**src/rtl/reg_dump_scanner.sv**
```systemverilog
// Purpose : walks the CPU debug register port (reg_sel/reg_data) and streams a framed byte dump.
// Latency : SOF byte the cycle after start; then SETTLE+5 cycles per register with out_ready held high.
// Backpr. : valid/ready; out_valid/out_data hold until accepted, out_valid never looks at out_ready.
//
// Ports:
//   clk, rstn           - sole clock, synchronous active-low reset
//   start               - one-cycle dump request, ignored unless idle
//   reg_sel / reg_data  - debug register index out, register value in (combinational from reg_sel)
//   out_valid/out_ready/out_data - byte stream: A5, then {idx, w[31:24], w[23:16], w[15:8], w[7:0]} per register
//   busy, done          - dump in progress; one-cycle pulse after the final byte is accepted
//
// Optional feature: define REG_DUMP_CKSUM_EN to append an XOR checksum byte over every byte after SOF.
module reg_dump_scanner #(
    parameter int LAST_REG = 31,
    parameter int SETTLE   = 1
) (
    input  logic        clk,
    input  logic        rstn,
    input  logic        start,
    output logic [4:0]  reg_sel,
    input  logic [31:0] reg_data,
    output logic        out_valid,
    input  logic        out_ready,
    output logic [7:0]  out_data,
    output logic        busy,
    output logic        done
);

    localparam logic [4:0] LP_LAST      = 5'(LAST_REG);
    localparam logic [3:0] LP_SET_FINAL = 4'(SETTLE - 1);

    typedef enum logic [2:0] {
        S_IDLE,
        S_SOF,
        S_SETTLE,
        S_SEND,
`ifdef REG_DUMP_CKSUM_EN
        S_CKSUM,
`endif
        S_DONE
    } state_t;

    state_t      r_state;
    state_t      w_nxt;
    logic [4:0]  r_sel;
    logic [3:0]  r_cnt;      // cycles elapsed since reg_sel last changed
    logic        r_cap;      // word for the current reg_sel already latched (only possible early in SOF)
    logic [2:0]  r_bcnt;     // 0 = index byte, 1..4 = data bytes MSB first
    logic [31:0] r_shift;
    logic        w_cap;
    logic        w_acc;
    logic        w_last_byte;
`ifdef REG_DUMP_CKSUM_EN
    logic [7:0]  r_ck;
`endif

    assign reg_sel     = r_sel;
    assign w_acc       = out_valid && out_ready;
    assign w_last_byte = (r_bcnt == 3'd4);

    always_comb begin
        w_nxt     = r_state;
        out_valid = 1'b0;
        out_data  = 8'h00;
        busy      = 1'b1;
        done      = 1'b0;
        w_cap     = 1'b0;
        case (r_state)
            S_IDLE: begin
                busy = 1'b0;
                if (start) w_nxt = S_SOF;
            end
            S_SOF: begin
                out_valid = 1'b1;
                out_data  = 8'hA5;
                // register 0 settles underneath the SOF byte
                w_cap = !r_cap && (r_cnt == LP_SET_FINAL);
                if (out_ready) w_nxt = (r_cap || w_cap) ? S_SEND : S_SETTLE;
            end
            S_SETTLE: begin
                w_cap = (r_cnt == LP_SET_FINAL);
                if (w_cap) w_nxt = S_SEND;
            end
            S_SEND: begin
                out_valid = 1'b1;
                out_data  = (r_bcnt == 3'd0) ? {3'b000, r_sel} : r_shift[31:24];
                if (out_ready && w_last_byte) begin
                    if (r_sel == LP_LAST) begin
`ifdef REG_DUMP_CKSUM_EN
                        w_nxt = S_CKSUM;
`else
                        w_nxt = S_DONE;
`endif
                    end else begin
                        w_nxt = S_SETTLE;
                    end
                end
            end
`ifdef REG_DUMP_CKSUM_EN
            S_CKSUM: begin
                out_valid = 1'b1;
                out_data  = r_ck;
                if (out_ready) w_nxt = S_DONE;
            end
`endif
            S_DONE: begin
                busy  = 1'b0;
                done  = 1'b1;
                w_nxt = S_IDLE;
            end
            default: w_nxt = S_IDLE;
        endcase
    end

    always_ff @(posedge clk) begin
        if (!rstn) begin
            r_state <= S_IDLE;
            r_sel   <= 5'd0;
            r_cnt   <= 4'd0;
            r_cap   <= 1'b0;
            r_bcnt  <= 3'd0;
            r_shift <= 32'd0;
`ifdef REG_DUMP_CKSUM_EN
            r_ck    <= 8'h00;
`endif
        end else begin
            r_state <= w_nxt;
            if (r_state == S_IDLE && start) begin
                r_sel <= 5'd0;
                r_cnt <= 4'd0;
                r_cap <= 1'b0;
`ifdef REG_DUMP_CKSUM_EN
                r_ck  <= 8'h00;
`endif
            end
            if ((r_state == S_SOF || r_state == S_SETTLE) && !r_cap) begin
                r_cnt <= r_cnt + 4'd1;
            end
            if (w_cap) begin
                r_shift <= reg_data;
                r_bcnt  <= 3'd0;
                r_cap   <= 1'b1;
            end
            if (r_state == S_SEND && w_acc) begin
                r_bcnt <= r_bcnt + 3'd1;
                // the index byte does not consume the word; data bytes shift it up
                if (r_bcnt != 3'd0) r_shift <= {r_shift[23:0], 8'h00};
`ifdef REG_DUMP_CKSUM_EN
                r_ck <= r_ck ^ out_data;
`endif
                if (w_last_byte && r_sel != LP_LAST) begin
                    r_sel <= r_sel + 5'd1;
                    r_cnt <= 4'd0;
                    r_cap <= 1'b0;
                end
            end
        end
    end

endmodule
```
**config.mk**
```make
export PLATFORM = sky130hd
export DESIGN_NAME = reg_dump_scanner
export DESIGN_NICKNAME = d
export VERILOG_FILES = /design/src/rtl/reg_dump_scanner.sv
export SDC_FILE = /design/constraint.sdc
export NUM_CORES = 1
export LEC_CHECK = 0
export BUFFER_PORTS_ARGS = -buffer_cell sky130_fd_sc_hd__buf_2
export CAP_MARGIN = 5
export CORE_MARGIN = 10
export CORE_UTILIZATION = 55
export CTS_BUF_LIST = sky130_fd_sc_hd__clkbuf_8
export DETAILED_ROUTE_END_ITERATION = 7
export PLACE_DENSITY = 0.91
export SLEW_MARGIN = 20
export SYNTH_ARGS = -nofsm -noshare
export SYNTH_HDL_FRONTEND = slang
export SYNTH_SLANG_ARGS = --single-unit
```
**constraint.sdc**
```tcl
create_clock -name clk -period 4.75 [get_ports clk]
set_input_delay 0.2375 -clock clk [delete_from_list [all_inputs] [get_ports clk]]
set_output_delay 0.2375 -clock clk [all_outputs]
set_load 0.01 [all_outputs]
```
Yosys cells after proc, flatten, opt, wreduce, memory -nomap -nowiden
Cells that the tools add are included.

word-level totals
  register bits after elaboration = 48
  input bits = 36
  output and inout bits = 16
  word-level logic and storage cells = 67

cells by class
  add/sub/neg operators = 3
  eq/ne operators = 11
  muxes and demuxes = 29
  reduce and logical (&&, ||, !) cells = 18

operators by type and width
  operator               count
  $mux W32               3
  $mux W3                7
  $mux W4                4
  $pmux W8 S2            1
  $mux W5                3
  $pmux W3 S4            1
  $mux W1                8
  $mux W8                1
  $ne A2 B2 Y1 const B   4
  $logic_and A1 B1 Y1    7
  $eq A3 B2 Y1 const B   2
  $eq A3 B3 Y1 const B   2
  $logic_not A3 Y1       2
  $add A5 B1 Y5 const B  1
  $eq A5 B5 Y1 const B   1
  $ne A5 B5 Y1 const B   1
  $add A4 B1 Y4 const B  1
  $logic_not A4 Y1       1
  $reduce_and A4 Y1      1
  $reduce_or A2 Y1       2
  $add A3 B1 Y3 const B  1
  $eq A3 B1 Y1 const B   1
  $reduce_bool A3 Y1     1
  $logic_or A1 B1 Y1     2
  3 further kinds        3

Depth between registers and ports, before layout
Gate-level depths: netlist of run 1.

  word-level depth = 6
  mapped depth = 8
  mapped depth without buffers = 6

Worst setup path before layout of run 1
No wires, ideal clock.

  kind = register to register
  start point = register r_sel[0] (netlist: reg_sel[0])
  end point = register r_sel[3] (netlist: reg_sel[3])
  arrival = 1.560 ns
  required time = 4.691 ns
  path slack = 3.130 ns
  cell stages (with the launch flop) = 7
  clock period less this slack = 1.620 ns
  path through = dfxtp_1 ha_1 and3_1 ha_1 nor4_2 mux2i_1 and2_1

on the way
  longest elaborated chain between the ends = 4
  elaborated cells on any way between the ends = 5
  classes of those cells = 1 x add/sub; 1 x eq/ne; 2 x mux; 1 x reduce/logical

RTL lines
  what                                                                   line  text
  start, declared                                                        45    logic [4:0] r_sel;
  start signal, assigned                                                 152   r_sel <= r_sel + 5'd1;
  parallel branches: the longest is 2 deep, another holds $add A5 B1 Y5  n/a
  $mux W5 (*)                                                            151   if (w_last_byte && r_sel != LP_LAST) begin
  $mux W5 (*)                                                            144   if (r_state == S_SEND && w_acc) begin

Every way passes the cells marked *.
A chain may end at the register's enable or synchronous reset.

Worst setup path in the final report of run 1
  start point = register r_state[1]
  end point = register r_shift[6]

on the way
  longest elaborated chain between the ends = 6
  elaborated cells on any way between the ends = 11
  classes of those cells = 3 x eq/ne; 5 x mux; 3 x reduce/logical

RTL lines
  what                                                              line  text
  start, declared                                                   43    state_t r_state;
  start signal, assigned                                            127   r_state <= w_nxt;
  parallel branches: the longest is 5 deep, another holds $mux W32  n/a
  $mux W32 (*)                                                      144
  end signal, assigned                                              140   r_shift <= reg_data;
  end signal, assigned                                              147   if (r_bcnt != 3'd0) r_shift <= {r_shift[23:0], 8'h00};
  end, declared                                                     49    logic [31:0] r_shift;

Marked as above.

==> results.txt, run 1 <==
Initial Util: 57.9%
outcome: finished clean
fin. max-slew vios: 0
setup TNS: 0 ns
Site Rows: 23
CP endpoint kind: flop
Buf/Inv on CP: 0
die height: 85.4 µm
H-tree depth: 2
per-cell routed wire length: 13.6 µm
Tmin final: 2.04 ns
post-synthesis sequential area ratio: 40.9%
Synth-to-Final Area Change: 11.9%
worst min path class: in -> reg
kind of critical path: reg -> reg
setup bufs post-CTS: 0
pin count of the biggest net entering global routing: 50
number of setup violations in the final report: 0
Syn Nets: 337
Ant. Diodes: 0
post-synth cell types: 41
Max Cap Viol: 0
CP max FO: 49
Sequential cell area: 961 µm²
Detailed Route WL: 5250 µm
Top delay family on crit path: simple AND/OR/NAND/NOR gates
Hold Vio Cnt, Final: 0
Reg2Reg Capture Point: r_shift[6]$_SDFF_PN0_
slowest CP cell: dfxtp_1
Final #Nets: 378
Place WS: 2.50 ns
gr ovfl total: 0
critical path arrival: 2.21 ns
Hold Path End: r_shift[1]$_SDFF_PN0_
Die W: 85.4 µm
number of global-route vias before repair: 1990
via-per-instance ratio: 5.49
Slew @ Worst Pin: 0.697 ns
Core Util, Final: 64.8%
Detailed Place HPWL: 3910 µm
register-to-register setup slack: 2.71 ns
Layout fillers: 343
Global Route Usage Sum: 14.0%
launching point of the worst reg2reg path: r_state[1]$_SDFFE_PN0P_
DRC violations left: 0
remaining antenna violation count after routing: 0
crit path launch type: flop
first-pass GRT wire length: 8740 µm
peak supply drop: 0.233 mV
Final Skew: 0.0124 ns
Root Buffer: clkbuf_8
I/O Pins: 52
cell chain of the critical path: and4b_4 -> nand2_2 -> nand2_1 -> a21oi_1
post_cts resized: 0
worst setup margin: 2.71 ns
Final Power: 0.862 mW
PwrDens: 328 nW/µm²
routability cong.: 0.833
CTS buffer count: 5
Mapped Area: 2350 µm²
clk buf depth: 2
Reg clk slew, reported paths: 0.08 ns
Register-to-Register Path Depth: 4
RSZ-0062 raised after global routing: false
Leak: 1.08 nW
area of the core region: 4060 µm²
cells after synthesis: 295
Sink Count: 48
Critical Path RT: 4.92 ns
DR pass1 iterations: 4
area of the multi-input gates: 1240 µm²
WHS Path Cells: 3
Crit path largest cell delay: 0.65 ns
DR vias: 2118
hold slack: 0.163 ns
worst skew pair latency: 0.30 ns
CTS tree: built
syn avg cell area: 7.97 µm²
IO Port Bufs: 51
flop and latch count out of synthesis: 48
fmax: 491 MHz
Hold Buf Count CTS: 0
Syn. warnings: 0
die outline area: 7290 µm²
Slew HR: 53.4%
layout cell share with drive strength beyond 1: 21.4%
1st-iter DRT viols: 212
initial antenna violation count: 0
Final period util: 42.9%
min-delay src: reg_data[1]
## synth_stat cells (all sizes together)
cell type / n / area share (%)
or4b: 1 / 0.59
nand4b: 1 / 1.0
xor2: 3 / 1.1
and2: 1 / 0.27
ha: 6 / 3.2
inv: 7 / 1.1
mux2i: 1 / 0.43
nor3b: 3 / 1.2
nor2: 11 / 1.8
nand3: 6 / 1.3
o21ai: 26 / 5.7
and3: 3 / 0.80
buf: 12 / 4.5
nand2b: 1 / 0.27
nand3b: 2 / 0.64
and4b: 1 / 0.59
a311oi: 1 / 0.37
a211oi: 1 / 0.32
nor4: 2 / 0.80
nor4b: 2 / 1.6
a21oi: 16 / 3.4
a21boi: 3 / 0.96
or3: 1 / 0.27
nand2: 89 / 14
nor2b: 3 / 0.80
clkbuf: 6 / 0.96
o21a: 2 / 0.64
xnor2: 4 / 1.5
or2: 2 / 0.53
dfxtp: 48 / 41
nor3: 4 / 1.3
a31oi: 26 / 6.9
## cells in the final DEF (no fill, tap or decap), types with 2 or more instances in the layout
cell type and n:
a21boi_0 3, a21oi_1 16, a31oi_1 26, and3_1 3, buf_2 51, clkbuf_8 5, dfxtp_1 48, ha_1 6
inv_1 7, nand2_1 88, nand3_1 6, nand3b_1 2, nor2_1 11, nor2b_1 3, nor3_1 3, nor3b_1 2
o21ai_0 25, or2_2 2, xnor2_1 4, xor2_1 3
## area by class of cell
type	instances	area share, %
multi-input combinational	222	47.0
sequential	48	36.5
timing repair buffer	52	9.99
clock buffer	5	2.62
tap	50	2.38
inverter	7	0.999
clock inverter	2	0.476
## how the worst max path moves through the flow
stage,start,depth (start not counted),to
floorplan,reg_sel[0]$_SDFF_PN0_,6,reg_sel[3]$_SDFF_PN0_
global placement,r_state[1]$_SDFFE_PN0P_,4,r_bcnt[0]$_SDFFE_PN0P_
detailed placement,r_state[0]$_SDFFE_PN0P_,4,r_bcnt[0]$_SDFFE_PN0P_
CTS,r_state[0]$_SDFFE_PN0P_,4,r_bcnt[0]$_SDFFE_PN0P_
global route,r_bcnt[0]$_SDFFE_PN0P_,6,r_shift[6]$_SDFF_PN0_
finish,r_state[1]$_SDFFE_PN0P_,4,r_shift[6]$_SDFF_PN0_
## worst reg2reg max path, delay by kind of cell, from the launching register on
kind             cells  cell delay [ns]
AND/OR/NAND/NOR      3             1.19
flip-flops           1             0.65
AO/OA/AOI/OAI        1             0.08
## metrics by stage
stage,cell area (µm²),std cells
after floorplan,2350,295
after global routing,2630,386
after detailed placement,2550,379
after global placement,2550,379
final,2630,386
after CTS,2630,386
## per-layer routing
metal  global-route usage, %  routed length [µm]  share of wire (%)
met1                    16.9                2320                 44
met3                    4.88                 383                7.3
met4                    5.09                  72                1.4
met5                       0                   0                  0
met2                    22.1                2470                 47
## power breakdown
group	switching, mW	internal [mW]	total [mW]
Clock	0.129	0.0997	0.228
Combinational	0.101	0.0674	0.169
Sequential	0.0251	0.440	0.465
Total	0.255	0.607	0.862
## kinds of logic (layout without fill, tap and decap cells)
family	count (synthesis)	count (layout)	share of synthesized area [%]
AOI/OAI and AO/OA	75	75	18.3
xor gates and xnor gates	7	7	2.61
adders and majority gates	6	6	3.19
buffers and inverters	25	66	6.55
DFF	48	48	40.9
muxes	1	1	0.426
and+or+nand+nor	133	133	28.0
## registers in the layout, summed over array words and instances (netlist names)
| signal | cells |
|---|---|
| r_shift | 32 |
| reg_sel | 5 |
| r_cnt | 4 |
| r_bcnt | 3 |
| r_cap | 1 |
| r_state | 3 |
No activity file was read; power rests on OpenSTA's default activity.
==> run 2, diff against run 1 <==
--- a/config.mk
+++ b/config.mk
@@ -5,13 +5,14 @@
 export SDC_FILE = /design/constraint.sdc
 export NUM_CORES = 1
 export LEC_CHECK = 0
+export ABC_AREA = 1
 export BUFFER_PORTS_ARGS = -buffer_cell sky130_fd_sc_hd__buf_2
 export CAP_MARGIN = 5
 export CORE_MARGIN = 10
-export CORE_UTILIZATION = 55
+export CORE_UTILIZATION = 52
 export CTS_BUF_LIST = sky130_fd_sc_hd__clkbuf_8
 export DETAILED_ROUTE_END_ITERATION = 7
-export PLACE_DENSITY = 0.91
+export PLACE_DENSITY = 0.88
 export SLEW_MARGIN = 20
 export SYNTH_ARGS = -nofsm -noshare
 export SYNTH_HDL_FRONTEND = slang
==> constraint.sdc (replaced) <==
create_clock -name clk -period 1.85 [get_ports clk]
set_input_delay 0.0925 -clock clk [delete_from_list [all_inputs] [get_ports clk]]
set_output_delay 0.0925 -clock clk [all_outputs]
set_load 0.01 [all_outputs]
==> run 2 against run 1 <==
Critical endpoint is now out_data[2]. First-iteration DRC count rose by 7.1%. Clock power rose to 3.4 times the previous value. Sequential power rose to 3.4 times the previous value. Final area increased by 23%. Non-clock buffer count is 8 higher.
==> results.txt, run 2 <==
DR pass1 iterations: 5 (+1)
Tmin final: 1.74 ns
placed cells: 522 (+38%)
fin. max-slew vios: 0 (unchanged)
outcome: finished clean
Detailed Route WL: 7290 µm (+39%)
peak supply drop: 0.862 mV (+270%)
commonest non-fill, non-tap cell in the layout: inv_1
Async SR Flop Fraction: 0% (unchanged)
DR vias: 2830 (+34%)
CTS buffer count: 5 (unchanged)
EDFF count, synth: 0 (unchanged)
Syn Nets: 454 (+35%)
clk buf depth: 2 (unchanged)
I/O Pins: 52 (unchanged)
Die W: 93.0 µm (+8.9%)
most numerous cell in the Yosys netlist: inv_1
Hold Buf Count CTS: 0 (unchanged)
per-cell routed wire length: 13.7 µm (+1.2%)
Max Cap Viol: 0 (unchanged)
Leak: 1.79 nW (+66%)
crit path launch type: flop
main combinational cell family by area after synthesis: simple AND/OR/NAND/NOR gates
initial antenna violation count: 0 (unchanged)
kind of critical path: reg -> out
Crit path largest cell delay: 0.35 ns (-0.30 ns)
IO Port Bufs: 51 (unchanged)
cells after synthesis: 412 (+40%)
CP endpoint kind: output pin
Synth top cells by count: inv_1, nand2_1, nand3_1
Core Util, Final: 62.8% (-2.1 points)
Place WS: 0.169 ns (-2.33 ns)
Mapped Area: 2770 µm² (+18%)
flop and latch count out of synthesis: 48 (unchanged)
first-pass GRT wire length: 12000 µm (+37%)
CP max FO: 8 (-84%)
gr ovfl total: 0 (unchanged)
area of the core region: 5140 µm² (+27%)
DRC violations left: 0 (unchanged)
Slew HR: 63.1% (+9.7 points)
Ant. Diodes: 0 (unchanged)
Synth Area in Compound Gates: 8.31% (-10 points)
number of setup violations in the final report: 0 (unchanged)
Simple-Gate Fraction of Synth Area: 39.8% (+12 points)
Detailed Place HPWL: 5380 µm (+37%)
Buf/Inv on CP: 4 (+4)
number of global-route vias before repair: 2691 (+35%)
Reg clk slew, reported paths: 0.09 ns (about the same)
Placed Area: 3070 µm² (+21%)
register name with the most flops: r_shift
worst setup margin: 0.108 ns (-2.60 ns)
fraction of the mapped netlist area in adder cells: 2.71% (-0.48 points)
Global Route Usage Sum: 16.8% (+2.9 points)
setup bufs post-CTS: 0 (unchanged)
post-synthesis sequential area ratio: 34.7% (-6.2 points)
fin cells: 530 (+37%)
Top delay family on crit path: buffers and inverters
top-area cell type share of the netlist area: 34.7% (-6.2 points)
XOR/XNOR Fraction of Synth Area: 0.632% (-2.0 points)
worst skew pair latency: 0.31 ns (about the same)
die height: 93.0 µm (+8.9%)
Yosys top cell by area: dfxtp_1
CTS tree: built
1st-iter DRT viols: 227 (+7.1%)
Final period util: 94.1%
pin count of the biggest net entering global routing: 45 (-10%)
worst min path class: in -> reg
Area contributors post-synth: dfxtp_1, nand3_1, inv_1, nand2_1, o21ai_0
ys flop type: dfxtp_1
syn avg cell area: 6.72 µm² (-16%)
critical path arrival: 1.65 ns (-0.56 ns)
via-per-instance ratio: 5.34 (-2.7%)
Sink Count: 48 (unchanged)
Final Skew: 0.0108 ns (-0.00157 ns)
PwrDens: 1450 nW/µm² (+340%)
max FFs per register: 32 (unchanged)
H-tree depth: 2 (unchanged)
Hold Vio Cnt, Final: 0 (unchanged)
remaining antenna violation count after routing: 0 (unchanged)
cell chain of the critical path: inv_1 -> ha_2 -> nand2_2 -> buf_6 -> inv_2 -> nand2_1 -> a21oi_1 -> buf_2
routability cong.: 0.904 (+8.5%)
post-route cell area: 3230 µm² (+23%)
Slew @ Worst Pin: 0.553 ns (-0.144 ns)
slowest CP cell: dfxtp_2
Final #Nets: 501 (+33%)
layout cell share with drive strength beyond 1: 22.8% (+1.4 points)
Root Buffer: clkbuf_8
post-synth cell types: 27 (-34%)
fmax: 574 MHz
Syn. warnings: 0 (unchanged)
Synth-to-Final Area Change: 16.4%
Site Rows: 26 (+13%)
die outline area: 8650 µm² (+19%)
multiplexer share of the synthesized area: 0% (-0.43 points)
Initial Util: 53.9% (-4.0 points)
Critical Path RT: 1.76 ns (-3.16 ns)
most frequent cells in the layout: inv_1, nand2_1, nand3_1
run 2: layout make-up:
cell class	count	area [µm²]
fill	486	1910
multi-input combinational	274	1460
sequential	48	963
timing repair buffer	60	339
inverter	70	267
tap	70	87.6
clock buffer	5	68.8
clock inverter	3	42.5
run 2: worst paths after layout:
| check | startpoint | to | slack [ns] | depth (start not counted) |
|---|---|---|---|---|
| max | r_bcnt[0]$_SDFFE_PN0P_ | out_data[2] | 0.11 | 8 |
| min | reg_data[7] | r_shift[7]$_SDFF_PN0_ | 0.07 | 3 |
| max reg2reg | reg_sel[0]$_SDFF_PN0_ | reg_sel[3]$_SDFF_PN0_ | 0.12 | 9 |
| min reg2reg | r_bcnt[0]$_SDFFE_PN0P_ | r_bcnt[0]$_SDFFE_PN0P_ | 0.47 | 1 |
run 2: cells by family (layout without fill, tap and decap cells):
group,Yosys count,count (layout)
AND/OR/NAND/NOR,220,220
buffers and inverters,90,138
flip-flops,48,48
AO/OA/AOI/OAI,46,46
adder cells (fa/ha/maj),6,6
XOR/XNOR,2,2
run 2: metal layers:
| metal | routed length, µm | part of all wire, % | GRT usage (%) |
|---|---|---|---|
| met4 | 213 | 2.9 | 9.25 |
| met1 | 3000 | 41 | 18.4 |
| met2 | 3570 | 49 | 28.7 |
| met5 | 0 | 0 | 0 |
| met3 | 505 | 6.9 | 4.96 |
run 2: stage by stage:
stage / setup TNS (ns) / hold WS (ns) / total power [mW]
finish: 0 / 0.0690 / 4.69
global route: -0.0218 / 0.0589 / 5.11
CTS: 0 / 0.0583 / 4.62
detailed placement: 0 / 0.384 / 3.86
global placement: 0 / 0.385 / 3.77
floorplan: 0 / 0.272 / 3.27
run 2: worst min-delay path: cells and delay by family:
kind                   cells  cell delay, ns
buffers and inverters      1            0.10
AND/OR/NAND/NOR            2            0.14
run 2: power breakdown:
part / leakage (nW) / internal [mW] / switching (mW)
combinational: 1.34 / 0.798 / 1.53
sequential: 0.392 / 1.38 / 0.215
clock: 0.0541 / 0.400 / 0.368
total: 1.79 / 2.57 / 2.12
run 2: repair_timing:
item	in CTS	in global routing
endpoints found under the setup margin	3	19
gates resized for setup	1	11
cloned	0	0
pin swaps	0	0
